File: config.mk
export PLATFORM = sky130hd
export DESIGN_NAME = byte_serial_add32_flat
export DESIGN_NICKNAME = d
export VERILOG_FILES = /design/src/rtl/byte_serial_add32_pkg.sv /design/src/rtl/byte_serial_add32_if.sv /design/src/rtl/byte_serial_add32_cla8.sv /design/src/rtl/byte_serial_add32.sv /design/src/flat_wrapper.sv
export SDC_FILE = /design/constraint.sdc
export NUM_CORES = 1
export LEC_CHECK = 0
export CORE_MARGIN = 2
export CORE_UTILIZATION = 51
export DETAILED_ROUTE_END_ITERATION = 8
export GPL_ROUTABILITY_DRIVEN = 0
export PLACE_DENSITY = 0.8
export SLEW_MARGIN = 20
export SYNTH_ARGS = -nofsm -noshare
export SYNTH_HDL_FRONTEND = slang
export SYNTH_SLANG_ARGS = --single-unit
File: constraint.sdc
create_clock -name hz100 -period 4.2 [get_ports hz100]
set_clock_uncertainty 0.05 [all_clocks]
set_input_delay 0.84 -clock hz100 [delete_from_list [all_inputs] [get_ports hz100]]
set_output_delay 0.84 -clock hz100 [all_outputs]
set_load 0.02 [all_outputs]
File: src/rtl/byte_serial_add32_pkg.sv
// Shared types and constants for the byte-serial 32-bit adder/subtractor.
package byte_serial_add32_pkg;

  localparam int NBYTES = 4;
  localparam int BYTEW  = 8;
  localparam int WIDTH  = NBYTES * BYTEW;
  localparam int IDXW   = 2;

  typedef enum logic [1:0] {
    IDLE = 2'd0,
    ADD  = 2'd1,
    DONE = 2'd2
  } state_t;

endpackage

File: src/rtl/byte_serial_add32_if.sv
// Operand/result bundle between a requester and the byte-serial adder.
interface byte_serial_add32_if;
  import byte_serial_add32_pkg::*;

  logic             start;
  logic             sub;
  logic [WIDTH-1:0] a;
  logic [WIDTH-1:0] b;
  logic             busy;
  logic             done;
  logic [WIDTH-1:0] sum;
  logic             cout;
  logic             ovf;

  modport master (output start, sub, a, b, input busy, done, sum, cout, ovf);
  modport slave  (input start, sub, a, b, output busy, done, sum, cout, ovf);

endinterface

File: src/rtl/byte_serial_add32_cla8.sv
// 8-bit carry-lookahead adder; every carry is a flat sum of generate/propagate products.
module cla8 (
  input  logic [7:0] a,
  input  logic [7:0] b,
  input  logic       cin,
  output logic [7:0] sum,
  output logic       cout
);

  logic [7:0] g_s;
  logic [7:0] p_s;
  logic [8:0] c_s;
  logic       term_s;

  assign g_s = a & b;
  assign p_s = a ^ b;

  // Each carry c[i] = OR over j<i of g[j]&p[j+1..i-1], plus cin&p[0..i-1].
  always_comb begin
    c_s    = 9'd0;
    term_s = 1'b0;
    c_s[0] = cin;
    for (int i = 1; i <= 8; i++) begin
      for (int j = 0; j < i; j++) begin
        term_s = g_s[j];
        for (int k = j + 1; k < i; k++) begin
          term_s = term_s & p_s[k];
        end
        c_s[i] = c_s[i] | term_s;
      end
      term_s = cin;
      for (int k = 0; k < i; k++) begin
        term_s = term_s & p_s[k];
      end
      c_s[i] = c_s[i] | term_s;
    end
  end

  assign sum  = p_s ^ c_s[7:0];
  assign cout = c_s[8];

endmodule

File: src/rtl/byte_serial_add32.sv
// 32-bit add/subtract computed one byte per cycle through a single shared cla8.
module byte_serial_add32
  import byte_serial_add32_pkg::*;
(
  input  logic               hz100,
  input  logic               reset,
  byte_serial_add32_if.slave bus
);

  state_t           state_r;
  state_t           state_nxt_s;
  logic [WIDTH-1:0] a_r;
  logic [WIDTH-1:0] beff_r;
  logic [WIDTH-1:0] sum_r;
  logic [IDXW-1:0]  idx_r;
  logic             carry_r;
  logic             cout_r;
  logic             ovf_r;
  logic             busy_r;
  logic             done_r;
  logic             accept_s;
  logic [BYTEW-1:0] a_byte_s;
  logic [BYTEW-1:0] b_byte_s;
  logic [BYTEW-1:0] cla_sum_s;
  logic             cla_cout_s;

  cla8 u_cla8 (
    .a    (a_byte_s),
    .b    (b_byte_s),
    .cin  (carry_r),
    .sum  (cla_sum_s),
    .cout (cla_cout_s)
  );

  // Operand byte select for the current index.
  always_comb begin
    a_byte_s = a_r[7:0];
    b_byte_s = beff_r[7:0];
    case (idx_r)
      2'd0: begin a_byte_s = a_r[7:0];   b_byte_s = beff_r[7:0];   end
      2'd1: begin a_byte_s = a_r[15:8];  b_byte_s = beff_r[15:8];  end
      2'd2: begin a_byte_s = a_r[23:16]; b_byte_s = beff_r[23:16]; end
      2'd3: begin a_byte_s = a_r[31:24]; b_byte_s = beff_r[31:24]; end
      default: begin a_byte_s = a_r[7:0]; b_byte_s = beff_r[7:0]; end
    endcase
  end

  // Accept a new operation only when no byte additions are pending.
  always_comb begin
    accept_s = 1'b0;
    if ((state_r == IDLE || state_r == DONE) && bus.start) begin
      accept_s = 1'b1;
    end else begin
      accept_s = 1'b0;
    end
  end

  // FSM state register.
  always_ff @(posedge hz100 or posedge reset) begin
    if (reset) begin
      state_r <= IDLE;
    end else begin
      state_r <= state_nxt_s;
    end
  end

  // FSM next-state logic.
  always_comb begin
    state_nxt_s = state_r;
    case (state_r)
      IDLE: begin
        if (accept_s) state_nxt_s = ADD;
        else          state_nxt_s = IDLE;
      end
      ADD: begin
        if (idx_r == 2'd3) state_nxt_s = DONE;
        else               state_nxt_s = ADD;
      end
      DONE: begin
        if (accept_s) state_nxt_s = ADD;
        else          state_nxt_s = IDLE;
      end
      default: state_nxt_s = IDLE;
    endcase
  end

  // Operand latch, byte-serial accumulation and registered status outputs.
  always_ff @(posedge hz100 or posedge reset) begin
    if (reset) begin
      a_r     <= 32'd0;
      beff_r  <= 32'd0;
      sum_r   <= 32'd0;
      idx_r   <= 2'd0;
      carry_r <= 1'b0;
      cout_r  <= 1'b0;
      ovf_r   <= 1'b0;
      busy_r  <= 1'b0;
      done_r  <= 1'b0;
    end else begin
      busy_r <= (state_nxt_s == ADD);
      done_r <= (state_nxt_s == DONE);
      if (accept_s) begin
        a_r     <= bus.a;
        beff_r  <= bus.sub ? ~bus.b : bus.b;
        carry_r <= bus.sub;
        idx_r   <= 2'd0;
      end else if (state_r == ADD) begin
        case (idx_r)
          2'd0:    sum_r[7:0]   <= cla_sum_s;
          2'd1:    sum_r[15:8]  <= cla_sum_s;
          2'd2:    sum_r[23:16] <= cla_sum_s;
          2'd3:    sum_r[31:24] <= cla_sum_s;
          default: sum_r[7:0]   <= cla_sum_s;
        endcase
        carry_r <= cla_cout_s;
        idx_r   <= idx_r + 2'd1;
        // Byte 3 carries the sign, so cout/ovf are settled on the last step.
        if (idx_r == 2'd3) begin
          cout_r <= cla_cout_s;
          ovf_r  <= (a_r[WIDTH-1] == beff_r[WIDTH-1]) & (cla_sum_s[BYTEW-1] != a_r[WIDTH-1]);
        end else begin
          cout_r <= cout_r;
          ovf_r  <= ovf_r;
        end
      end else begin
        idx_r <= idx_r;
      end
    end
  end

  assign bus.busy = busy_r;
  assign bus.done = done_r;
  assign bus.sum  = sum_r;
  assign bus.cout = cout_r;
  assign bus.ovf  = ovf_r;

endmodule

File: src/flat_wrapper.sv
// flat-port wrapper written by rule: the top's interface ports become plain ports
module byte_serial_add32_flat import byte_serial_add32_pkg::*;
  (hz100, reset, bus_start, bus_sub, bus_a, bus_b, bus_busy, bus_done, bus_sum, bus_cout, bus_ovf);
  byte_serial_add32_if bus_i ();
  input  logic hz100;
  input  logic reset;
  input wire logic [$bits(bus_i.start)-1:0] bus_start;
  input wire logic [$bits(bus_i.sub)-1:0] bus_sub;
  input wire logic [$bits(bus_i.a)-1:0] bus_a;
  input wire logic [$bits(bus_i.b)-1:0] bus_b;
  output wire logic [$bits(bus_i.busy)-1:0] bus_busy;
  output wire logic [$bits(bus_i.done)-1:0] bus_done;
  output wire logic [$bits(bus_i.sum)-1:0] bus_sum;
  output wire logic [$bits(bus_i.cout)-1:0] bus_cout;
  output wire logic [$bits(bus_i.ovf)-1:0] bus_ovf;
  assign bus_i.start = bus_start;
  assign bus_i.sub = bus_sub;
  assign bus_i.a = bus_a;
  assign bus_i.b = bus_b;
  assign bus_busy = bus_i.busy;
  assign bus_done = bus_i.done;
  assign bus_sum = bus_i.sum;
  assign bus_cout = bus_i.cout;
  assign bus_ovf = bus_i.ovf;
  byte_serial_add32 u_core (.hz100(hz100), .reset(reset), .bus(bus_i));
endmodule
== Word level (Yosys, flattened, before mapping) ==
Cells that the tools add are included.
Storage, ports and cells
  register bits after elaboration: 105
  bits in latches: 0
  RAM bits: 0
  memory bits (read-only): 0
  input port bits: 68
  output and inout bits: 36
  memories: 0
Cells by class
  add/sub/neg operators: 1
  multipliers: 0
  divide/modulo/power cells: 0
  order comparisons: 0
  equal/unequal tests: 9
  shift operators: 0
  mux-type cells: 11
  bitwise logic cells: 78
  reductions and logical operators: 10
Operators by type and width (number)
  one-hot mux 8 bit (4 select lines): 2
  AND 1 bit: 37
  bitwise OR 1 bit: 36
  2-to-1 mux 32 bit: 1
  NOT 32 bit: 1
  XOR 8 bit: 2
  AND reduction 3 bit: 4
  AND 8 bit: 1
  equality test 2 bit, second input constant: 4
  equality test 2 x 1 -> 1 bit, second input constant: 3
  2-to-1 mux 2 bit: 3
  logical NOT 2 bit: 2
  2-to-1 mux 1 bit: 4
  one-hot mux 2 bit (2 select lines): 1
  adder 2 x 1 -> 2 bit, second input constant: 1
  nonzero test 2 bit: 1
  OR reduction 2 bit: 1
  equality test 1 bit: 1
  logical AND 1 bit: 1
  logical OR 1 bit: 1
  != test 1 bit: 1
  NOT 1 bit: 1

== Depth between registers and ports, before layout ==
Gate-level depths: netlist of run 1.
  depth after elaboration: 20
  depth in mapped cells: 13
  gate-level depth less buffers: 11

== Hierarchy ==
Synthesis of run 1 repeated with hierarchy kept, for this count alone.
Unflattened totals
  cells, all modules: 410
  area total of the unflattened synthesis: 5017.3 µm²
By module, submodules not included
  byte_serial_add32: instances 1, cells an instance 371, area each 4682.0 µm²
  cla8: instances 1, cells an instance 39, area each 335.3 µm²

== Worst setup path after synthesis of run 1 ==
No wires, ideal clock.
  kind: flip-flop to flip-flop
  start point: register u_core.idx_r[0]
  end point: register u_core.ovf_r, in the netlist u_core.bus.ovf
  setup time: 134 ps
  data arrival time: 3144 ps
  required time: 4016 ps
  path slack: 872 ps
  cell stages (with the launch flop): 13
  path buffers: 2
  clock period less this slack: 3328 ps
  cell sequence: dfrtp_1 > inv_1 > ha_1 > clkbuf_1 > buf_2 > mux2i_1 > ha_1 > ha_1 > o21ai_0 > a22oi_1 > a2111oi_0 > or2_4 > o211ai_2
On the way
  longest elaborated chain between the ends: 19
  elaborated cells on any way between the ends: 47
  classes of those cells: eq/ne (4); mux (2); bitwise (39); reduce/logical (2)
Ends and longest elaborated chain
  from (decl): line byte_serial_add32.sv:15  | logic [IDXW-1:0] idx_r;
  from (signal assigned): line byte_serial_add32.sv:116  | idx_r <= idx_r + 2'd1;
  from (signal assigned): line byte_serial_add32.sv:126  | idx_r <= idx_r;
  equality test 2 bit, or another cell as far along: line byte_serial_add32.sv:39, byte_serial_add32.sv:118
  one-hot mux 8 bit (4 select lines): line byte_serial_add32.sv:39  | case (idx_r)
  AND 8 bit or XOR 8 bit (tied branches): line byte_serial_add32_cla8.sv:15, byte_serial_add32_cla8.sv:16
  AND 1 bit (6 in a row): line byte_serial_add32_cla8.sv:27  | term_s = term_s & p_s[k];
  bitwise OR 1 bit (6 in a row): line byte_serial_add32_cla8.sv:29  | c_s[i] = c_s[i] | term_s;
  bitwise OR 1 bit: line byte_serial_add32_cla8.sv:35  | c_s[i] = c_s[i] | term_s;
  XOR 8 bit: line byte_serial_add32_cla8.sv:39  | assign sum = p_s ^ c_s[7:0];
  != test 1 bit: line byte_serial_add32.sv:120  | ovf_r <= (a_r[WIDTH-1] == beff_r[WIDTH-1]) & (cla_sum_s[BYTEW-1] != a_r[WIDTH-1]);
  AND 1 bit: line byte_serial_add32.sv:120
  to (signal assigned): line byte_serial_add32.sv:120
  to (signal assigned): line byte_serial_add32.sv:123  | ovf_r <= ovf_r;
  to (decl): line byte_serial_add32.sv:18  | logic ovf_r;
Several ways; a longest one is shown, not always the timed one.
A chain may end at the register's enable or synchronous reset.

== Worst setup path in the final report of run 1 ==
Same ends and word-level chain as after synthesis.

==> reports/qor.txt, run 1 <==
Outcome: complete, no violations
Crit path top cell by count: ha_1
Vias in the first global route: 3459
Setup bufs post-CTS: 0
Critical Path Sink Type: register
Antenna violations before repair: 0
Post-synth EDFFs: 0
FF+latch count, synth: 105
Global-route wire length before repair: 16800 um
Final slew viol count: 0
Die H: 102 um
Tightest Pin Transition: 0.857 ns
Post_cts resized: 0
Final-stage net count: 616
RSZ-0062 raised after global routing: no
Vias/cell: 5.29
Top_reg_cell synth: dfrtp_1
Area growth from synthesis to layout: 27.3%
H-tree Lvls: 3
Leak: 0.00275 uW
Worst-path clk slew: 0.10 ns
Power Total: 5430 uW
Die footprint: 10300 um2
Worst skew pair latency: 0.37 ns
Largest area contributor in the netlist: dfrtp_1
Maximum fanout along the worst path: 17
Post-Syn Instances: 442
Ranking of synthesized cells by area: dfrtp_1, mux2_2, o21ai_0
Relative slew slack: 42.9%
WL per Instance: 15.5 um
I/O pin total: 104
Port Buffers: 103
GRT Overall Usage: 20.9%
Slowest cell on crit path: ha_1
DP HPWL: 7720 um
Core ar.: 9240 um2
CTS tree: yes
Final period util: 87.7%
Initial Util: 52.7%
Required time of the critical path: 4.40 ns
Max cap viols: 0
Setup Crit Path Kind: register to register
Total number of vias: 3528
Netlist Area Pre-Place: 4870 um2
Layout cells sized above 1: 11.7%
DRC Markers: 0
CP delay by family, top: compound AO/OA/AOI/OAI gates
Global route overflow: 0
Pwr Density: 877 nW/um2
Maximum VDD drop: 431 uV
Clk buf depth: 2
CP cell instances: inv_1 -> ha_1 -> a222oi_1 -> mux2i_1 -> ha_1 -> ha_1 -> o21ai_0 -> a22oi_1 -> a2111oi_0 -> or2_4 -> o211ai_2
Setup TNS: 0 ns
Syn nets: 525
Critical path launch point type: register
Arrival time at the worst endpoint: 3.88 ns
Initial DRC Count: 177
CTS Sinks: 105
Synth warnings: 0
Hold/Removal Path Class: register to register
Avg Inst Size Synth: 11.0 um2
Row count: 35
Max Fclk: 271 MHz
Num CTS Buffers: 9
Hold-fix buffers at CTS: 0
Final setup fails: 0
Cell count along the critical path: 11
Initial DRT Pass Iterations: 8
Buf/Inv on CP: 1
WL final: 10400 um
Clock Root Buffer: clkbuf_8
Largest net degree at the start of global routing: 73
Synth cell types: 35
Antenna-violating nets left: 0
Hold Violations, Final: 0
CP peak stage delay: 0.59 ns
Area share of the largest cell type after synthesis: 54.0%
R2R depth: 11
Final min period: 3.69 ns
Post-synth ARST share: 100%
Sequential area share after synthesis: 54.0%
WHS Path Cells: 2
Die Wd: 102 um
Antenna cell count: 0
[state kept, by name, indices dropped and copies added (netlist names), 2 cells and up]
name            cells
u_core.bus.sum     32
u_core.beff_r      32
u_core.state_r      2
u_core.idx_r        2
u_core.a_r         32
[worst min-delay path: cells and delay by family (launching register included)]
family | cells | cell delay, ns
flip-flops | 1 | 0.35
AO/OA/AOI/OAI | 1 | 0.06
AND/OR/NAND/NOR | 1 | 0.05
[layer usage]
metal | vias up | wire [um] | track usage, % | share of wire, %
met1 | 1680 | 4730 | 28.4 | 46
met5 | - | 0 | 0 | 0
met2 | 123 | 4930 | 35.0 | 48
met3 | 21 | 518 | 2.76 | 5.0
li1 | 1704 | - | - | -
met4 | 0 | 188 | 6.76 | 1.8
[where the power goes]
part	total (uW)	internal, uW	switching [uW]
clock network	652	300	352
registers	1800	1510	286
logic	2980	1310	1670
[path summary, 6_finish.rpt]
check,from,end,slack [ns]
max in group asynchronous,reset,u_core.beff_r[16],2.34
worst max-delay path,u_core.idx_r[0],u_core.bus.ovf,0.51
min in group asynchronous,reset,u_core.a_r[7],0.89
worst min-delay path,u_core.bus.sum[20],u_core.bus.sum[20],0.43
worst min register to register,u_core.bus.sum[20],u_core.bus.sum[20],0.43
worst max register to register,u_core.idx_r[0],u_core.bus.ovf,0.51
[cells in the final DEF (no fill, tap or decap), drive strengths merged, types with 13 or more instances in the layout]
cell	n
a21oi	13
clkdlybuf4s50	102
o21ai	59
xnor2	28
mux2	36
mux2i	16
a222oi	16
dfrtp	105
inv	27
nand2	62
ha	14
[stage by stage]
stage	setup slack, ns	area, um2	std cells	utilization [%]	hold WS, ns
3_3_place_gp	0.786	5990	651	64.8	0.412
2_1_floorplan	0.549	4870	442	-	0.399
6_report	0.515	6200	667	67.1	0.435
4_1_cts	0.553	6200	667	67.1	0.441
5_1_grt	0.167	6200	667	67.1	0.454
3_5_place_dp	0.580	5990	651	64.8	0.420
[logic make-up after synthesis]
logic type	Yosys count	synth area share (%)
xor+xnor	36	6.47
simple gates	85	7.35
flops	105	54.0
compound gates	98	12.5
buf+inv	51	4.14
mux	52	11.6
fa+ha+maj	15	4.01
[cells in the mapped netlist, types with 2 or more instances]
cell type / n
xor2_1: 8
o21ai_0: 55
o21ai_1: 4
nor2_1: 8
nor3_1: 2
clkbuf_1: 20
buf_2: 8
inv_1: 23
nand2_1: 62
dfrtp_1: 105
nor2b_1: 2
xnor2_1: 28
nand3_1: 3
ha_1: 14
nand2b_1: 2
or3_1: 2
mux2i_1: 16
a222oi_1: 16
mux2_2: 36
a21oi_1: 13
[final cells by class]
| class | count | area [um2] |
|---|---|---|
| multi-input cells | 286 | 2050 |
| flip-flops and latches | 105 | 2630 |
| clock buffers | 10 | 138 |
| clock inverters | 6 | 70.1 |
| well taps | 129 | 161 |
| inverters | 23 | 88.8 |
| fillers | 690 | 3040 |
| repair buffers | 108 | 1060 |
Note: power is estimated with default switching activity, not from simulation.
==> inputs of run 2 (changes only) <==
- CORE_UTILIZATION: 51 -> 53
- CTS_BUF_LIST: unset -> sky130_fd_sc_hd__clkbuf_8
- PLACE_DENSITY: 0.8 -> 0.83
==> reports/qor.txt, run 2 (synthesis gave the netlist of run 1 again) <==
Outcome: complete, no violations
Relative slew slack: 31.7% (-11 points)
Max Fclk: 276 MHz (+1.7%)
DRC Markers: 0 (unchanged)
Switching share of power: 42.4% (-0.13 points)
Post_cts resized: 0 (unchanged)
Vias in the first global route: 3483 (+0.69%)
Fin cells: 643 (-3.6%)
Slowest cell on crit path: ha_1
WL per Instance: 16.2 um (+4.0%)
DP HPWL: 7600 um (-1.6%)
Worst-path clk slew: 0.10 ns (about the same)
Die footprint: 9970 um2 (-3.6%)
Final slew viol count: 0 (unchanged)
I/O pin total: 104 (unchanged)
Final Cell Area: 6130 um2 (-1.0%)
CP cell instances: inv_1 -> ha_1 -> a222oi_1 -> mux2i_1 -> ha_1 -> ha_1 -> o21ai_0 -> a22oi_1 -> a2111oi_0 -> or2_4 -> o211ai_2
Global route overflow: 0 (unchanged)
Most common cell after layout, fill and taps aside: dfrtp_1
Switching power: 2220 uW (-3.8%)
Hold-fix buffers at CTS: 0 (unchanged)
Buf/Inv on CP: 1 (unchanged)
Core ar.: 8810 um2 (-4.7%)
H-tree Lvls: 3 (unchanged)
Critical path launch point type: register
Fill count: 661 (-4.2%)
CP peak stage delay: 0.63 ns (+0.04 ns)
Area growth from synthesis to layout: 26.0%
P_int: 3020 uW (-3.3%)
Hold/Removal Path Class: register to register
Vias/cell: 5.48 (+3.6%)
Final Util: 69.7% (+2.6 points)
Leak: 0.00272 uW (-0.84%)
Final setup fails: 0 (unchanged)
Area of the multi-input gates: 2050 um2 (unchanged)
Largest net degree at the start of global routing: 103 (+41%)
Global-route wire length before repair: 17400 um (+3.4%)
Final-stage net count: 613 (-0.49%)
RSZ-0062 raised after global routing: no
Most frequent cells in the layout: dfrtp_1, clkdlybuf4s50_1, nand2_1, o21ai_0, mux2_2
Initial DRT Pass Iterations: 5 (-3)
Pwr Density: 855 nW/um2 (-2.5%)
Antenna-violating nets left: 0 (unchanged)
Worst skew pair latency: 0.36 ns (about the same)
Placed cell areas: 5950 um2 (-0.61%)
Die H: 99.9 um (-1.8%)
Maximum VDD drop: 370 uV (-14%)
Final period util: 86.2% (-1.5 points)
Arrival time at the worst endpoint: 3.81 ns (-0.07 ns)
Setup TNS: 0 ns (unchanged)
Num CTS Buffers: 9 (unchanged)
Combinational Power Share: 54.6% (-0.3 points)
Antenna violations before repair: 0 (unchanged)
Clk buf depth: 2 (unchanged)
Part of the power in registers: 34.4% (+1.3 points)
GRT Overall Usage: 22.0% (+1.1 points)
Tightest Pin Transition: 1.02 ns (+0.168 ns)
Clock Root Buffer: clkbuf_8
Setup bufs post-CTS: 0 (unchanged)
Clock Power Share: 11.0% (-1.0 points)
CTS Sinks: 105 (unchanged)
Placed Cells: 627 (-3.7%)
Hold Violations, Final: 0 (unchanged)
Initial Util: 55.3% (+2.6 points)
Maximum fanout along the worst path: 17 (unchanged)
Total number of vias: 3523 (-0.14%)
Setup Crit Path Kind: register to register
Initial DRC Count: 287 (+62%)
Layout cells sized above 1: 11.0% (-0.68 points)
Crit path top cell by count: ha_1
CTS tree: yes
Die Wd: 99.9 um (-1.8%)
Required time of the critical path: 4.39 ns (about the same)
Final min period: 3.62 ns (-0.0634 ns)
Max cap viols: 0 (unchanged)
CP delay by family, top: compound AO/OA/AOI/OAI gates
Critical Path Sink Type: register
Antenna cell count: 0 (unchanged)
Storage cell area: 2630 um2 (unchanged)
WL final: 10400 um (+0.29%)
Row count: 34 (-2.9%)
Port Buffers: 103 (unchanged)
-- run 2: final timing paths --
path / startpoint / endpoint / slack (ns) / cells after the start
worst min register to register: u_core.beff_r[25] / u_core.beff_r[25] / 0.44 / 2
worst min-delay path: u_core.beff_r[25] / u_core.beff_r[25] / 0.44 / 2
max in group asynchronous: reset / u_core.beff_r[25] / 2.56 / 3
min in group asynchronous: reset / u_core.bus.sum[17] / 0.85 / 2
worst max-delay path: u_core.idx_r[1] / u_core.bus.ovf / 0.58 / 11
worst max register to register: u_core.idx_r[1] / u_core.bus.ovf / 0.58 / 11
-- run 2: area by class of cell --
| class | instances | share of cell area, % |
|---|---|---|
| Clock buffer | 10 | 2.24 |
| Clock inverter | 6 | 0.694 |
| Tap cell | 108 | 2.20 |
| Timing Repair Buffer | 105 | 17.2 |
| Multi-Input combinational cell | 286 | 33.4 |
| Sequential cell | 105 | 42.8 |
| Inverter | 23 | 1.45 |
-- run 2: per-layer routing --
layer | GRT usage (%) | vias up | wire [um]
li1 | - | 1702 | -
met1 | 30.0 | 1667 | 4640
met2 | 36.6 | 140 | 5000
met3 | 2.99 | 14 | 575
met4 | 7.59 | 0 | 184
met5 | 0 | - | 0
-- run 2: worst min-delay path, cell delays in order (launching register included) --
cell	delay, ns
dfrtp_1	0.36
nand2_1	0.05
o21ai_0	0.06
-- run 2: metrics by stage --
step	setup slack (ns)	hold slack (ns)	total power [uW]
6_report	0.578	0.437	5250
5_1_grt	0.327	0.461	5650
4_1_cts	0.598	0.443	5240
3_5_place_dp	0.627	0.422	4660
3_3_place_gp	0.783	0.411	4540
2_1_floorplan	0.549	0.399	3720
-- run 2: power groups by stage --
stage | Clock [uW] | Sequential [uW] | Combinational [uW]
4_1_cts | 584 | 1800 | 2860
3_5_place_dp | 0 | 1820 | 2840
5_1_grt | 621 | 1860 | 3170
3_3_place_gp | 0 | 1800 | 2740
6_report | 575 | 1800 | 2870
2_1_floorplan | 0 | 1930 | 1790
==> inputs of run 3 (changes only) <==
- SLEW_MARGIN: 20 -> 40
==> reports/qor.txt, run 3 (synthesis gave the netlist of run 1 again) <==
Outcome: complete, no violations
DRC Markers: 0 (unchanged)
Post_cts resized: 0 (unchanged)
Final slew viol count: 0 (unchanged)
Setup TNS: 0 ns (unchanged)
Area growth from synthesis to layout: 26.8%
Pwr Density: 864 nW/um2 (+1.1%)
Arrival time at the worst endpoint: 3.84 ns (+0.03 ns)
Most common cell after layout, fill and taps aside: dfrtp_1
Grt met1 use: 29.6% (-0.46 points)
Layout cells sized above 1: 11.4% (+0.35 points)
Vias/cell: 5.55 (+1.3%)
Antenna violations before repair: 0 (unchanged)
Worst-path clk slew: 0.10 ns (about the same)
Final Cell Area: 6180 um2 (+0.71%)
M2 GR Usage: 37.7% (+1.1 points)
Most frequent cells in the layout: dfrtp_1, clkdlybuf4s50_1, nand2_1, o21ai_0, mux2_2
Maximum fanout along the worst path: 17 (unchanged)
Initial Util: 55.3% (unchanged)
Core ar.: 8810 um2 (unchanged)
Placed cell areas: 5970 um2 (+0.34%)
GRT Overall Usage: 22.2% (+0.25 points)
Worst skew pair latency: 0.36 ns (about the same)
Initial DRT Pass Iterations: 8 (+3)
Die Wd: 99.9 um (unchanged)
Port Buffers: 103 (unchanged)
Grt met3 use: 2.99% (unchanged)
Hold Violations, Final: 0 (unchanged)
Hold/Removal Path Class: register to register
Crit path top cell by count: ha_1
Setup bufs post-CTS: 0 (unchanged)
Power Total: 5340 uW (+1.8%)
CP delay by family, top: compound AO/OA/AOI/OAI gates
Max cap viols: 0 (unchanged)
CP peak stage delay: 0.59 ns (-0.04 ns)
Global-route wire length before repair: 17500 um (+1.0%)
CTS Sinks: 105 (unchanged)
Relative slew slack: 51.4% (+20 points)
Post-layout worst setup margin: 0.547 ns (-0.0313 ns)
Busiest grt layer: met2
Initial DRC Count: 269 (-6.3%)
Required time of the critical path: 4.39 ns (about the same)
Final-stage net count: 614 (+0.16%)
Final min period: 3.65 ns (+0.0313 ns)
Clk buf depth: 2 (unchanged)
DP Worst Slack: 0.599 ns (-0.0275 ns)
Setup Crit Path Kind: register to register
CP cell instances: inv_1 -> ha_1 -> a222oi_1 -> mux2i_1 -> ha_1 -> ha_1 -> o21ai_0 -> a22oi_1 -> a2111oi_0 -> or2_4 -> o211ai_2
Maximum VDD drop: 349 uV (-5.5%)
Largest net degree at the start of global routing: 60 (-42%)
Die footprint: 9970 um2 (unchanged)
Slowest cell on crit path: ha_1
Fill count: 640 (-3.2%)
Hold-fix buffers at CTS: 0 (unchanged)
H-tree Lvls: 3 (unchanged)
Buf/Inv on CP: 1 (unchanged)
Tightest Pin Transition: 0.729 ns (-0.296 ns)
Num CTS Buffers: 9 (unchanged)
Clock Root Buffer: clkbuf_8
Antenna cell count: 0 (unchanged)
Vias in the first global route: 3611 (+3.7%)
Critical path launch point type: register
Row count: 34 (unchanged)
Final period util: 87.0% (+0.75 points)
Die H: 99.9 um (unchanged)
Antenna-violating nets left: 0 (unchanged)
WL final: 10500 um (+0.87%)
Total number of vias: 3576 (+1.5%)
Global route overflow: 0 (unchanged)
CTS tree: yes
RSZ-0062 raised after global routing: no
DP HPWL: 7750 um (+2.0%)
WL per Instance: 16.3 um (+0.71%)
Leak: 0.00274 uW (+0.63%)
Final setup fails: 0 (unchanged)
Max Fclk: 274 MHz (-0.86%)
I/O pin total: 104 (unchanged)
Critical Path Sink Type: register
-- run 3: cell types whose count changed in the layout (fill, tap and decap cells not counted) --
cell | previous run | this run
inv_6 | 2 | 3
buf_12 | 1 | 2
inv_1 | 23 | 22
bufinv_16 | 0 | 1
buf_4 | 1 | 2
buf_2 | 1 | 0
clkbuf_8 | 10 | 9
-- run 3: where the power goes --
| group | internal [uW] | switching [uW] |
|---|---|---|
| Combinational | 1280 | 1610 |
| Clock | 282 | 351 |
| Sequential | 1510 | 293 |
-- run 3: cell type report --
type | count | area, um2 | area share (%)
well taps | 108 | 135 | 2.19
clock inverters | 7 | 77.6 | 1.26
flip-flops and latches | 105 | 2630 | 42.5
clock buffers | 9 | 124 | 2.01
multi-input cells | 286 | 2050 | 33.2
inverters | 23 | 88.8 | 1.44
repair buffers | 106 | 1080 | 17.4
-- run 3: layer usage --
metal	wire (um)	vias up
met5	0	-
met4	164	0
met3	652	19
met1	4470	1700
met2	5200	153
li1	-	1704
-- run 3: through the flow --
step / cells / hold slack [ns] / utilization (%)
after CTS: 644 / 0.443 / 70.1
after floorplan: 442 / 0.399 / -
final: 644 / 0.437 / 70.1
after global routing: 644 / 0.467 / 70.1
after global placement: 627 / 0.411 / 67.6
after detailed placement: 628 / 0.419 / 67.8
-- run 3: tightest hold or removal path, delay by kind of cell (launching register included) --
family / cells / cell delay (ns)
DFF: 1 / 0.36
AOI/OAI and AO/OA: 1 / 0.06
and+or+nand+nor: 1 / 0.04
-- run 3: final timing paths --
check | slack [ns] | end | startpoint | cells after the start
worst max-delay path | 0.55 | u_core.bus.ovf | u_core.idx_r[0] | 11
min in group asynchronous | 0.84 | u_core.bus.sum[17] | reset | 2
max in group asynchronous | 2.57 | u_core.beff_r[18] | reset | 3
worst min register to register | 0.44 | u_core.bus.sum[29] | u_core.bus.sum[29] | 2
worst min-delay path | 0.44 | u_core.bus.sum[29] | u_core.bus.sum[29] | 2
worst max register to register | 0.55 | u_core.bus.ovf | u_core.idx_r[0] | 11
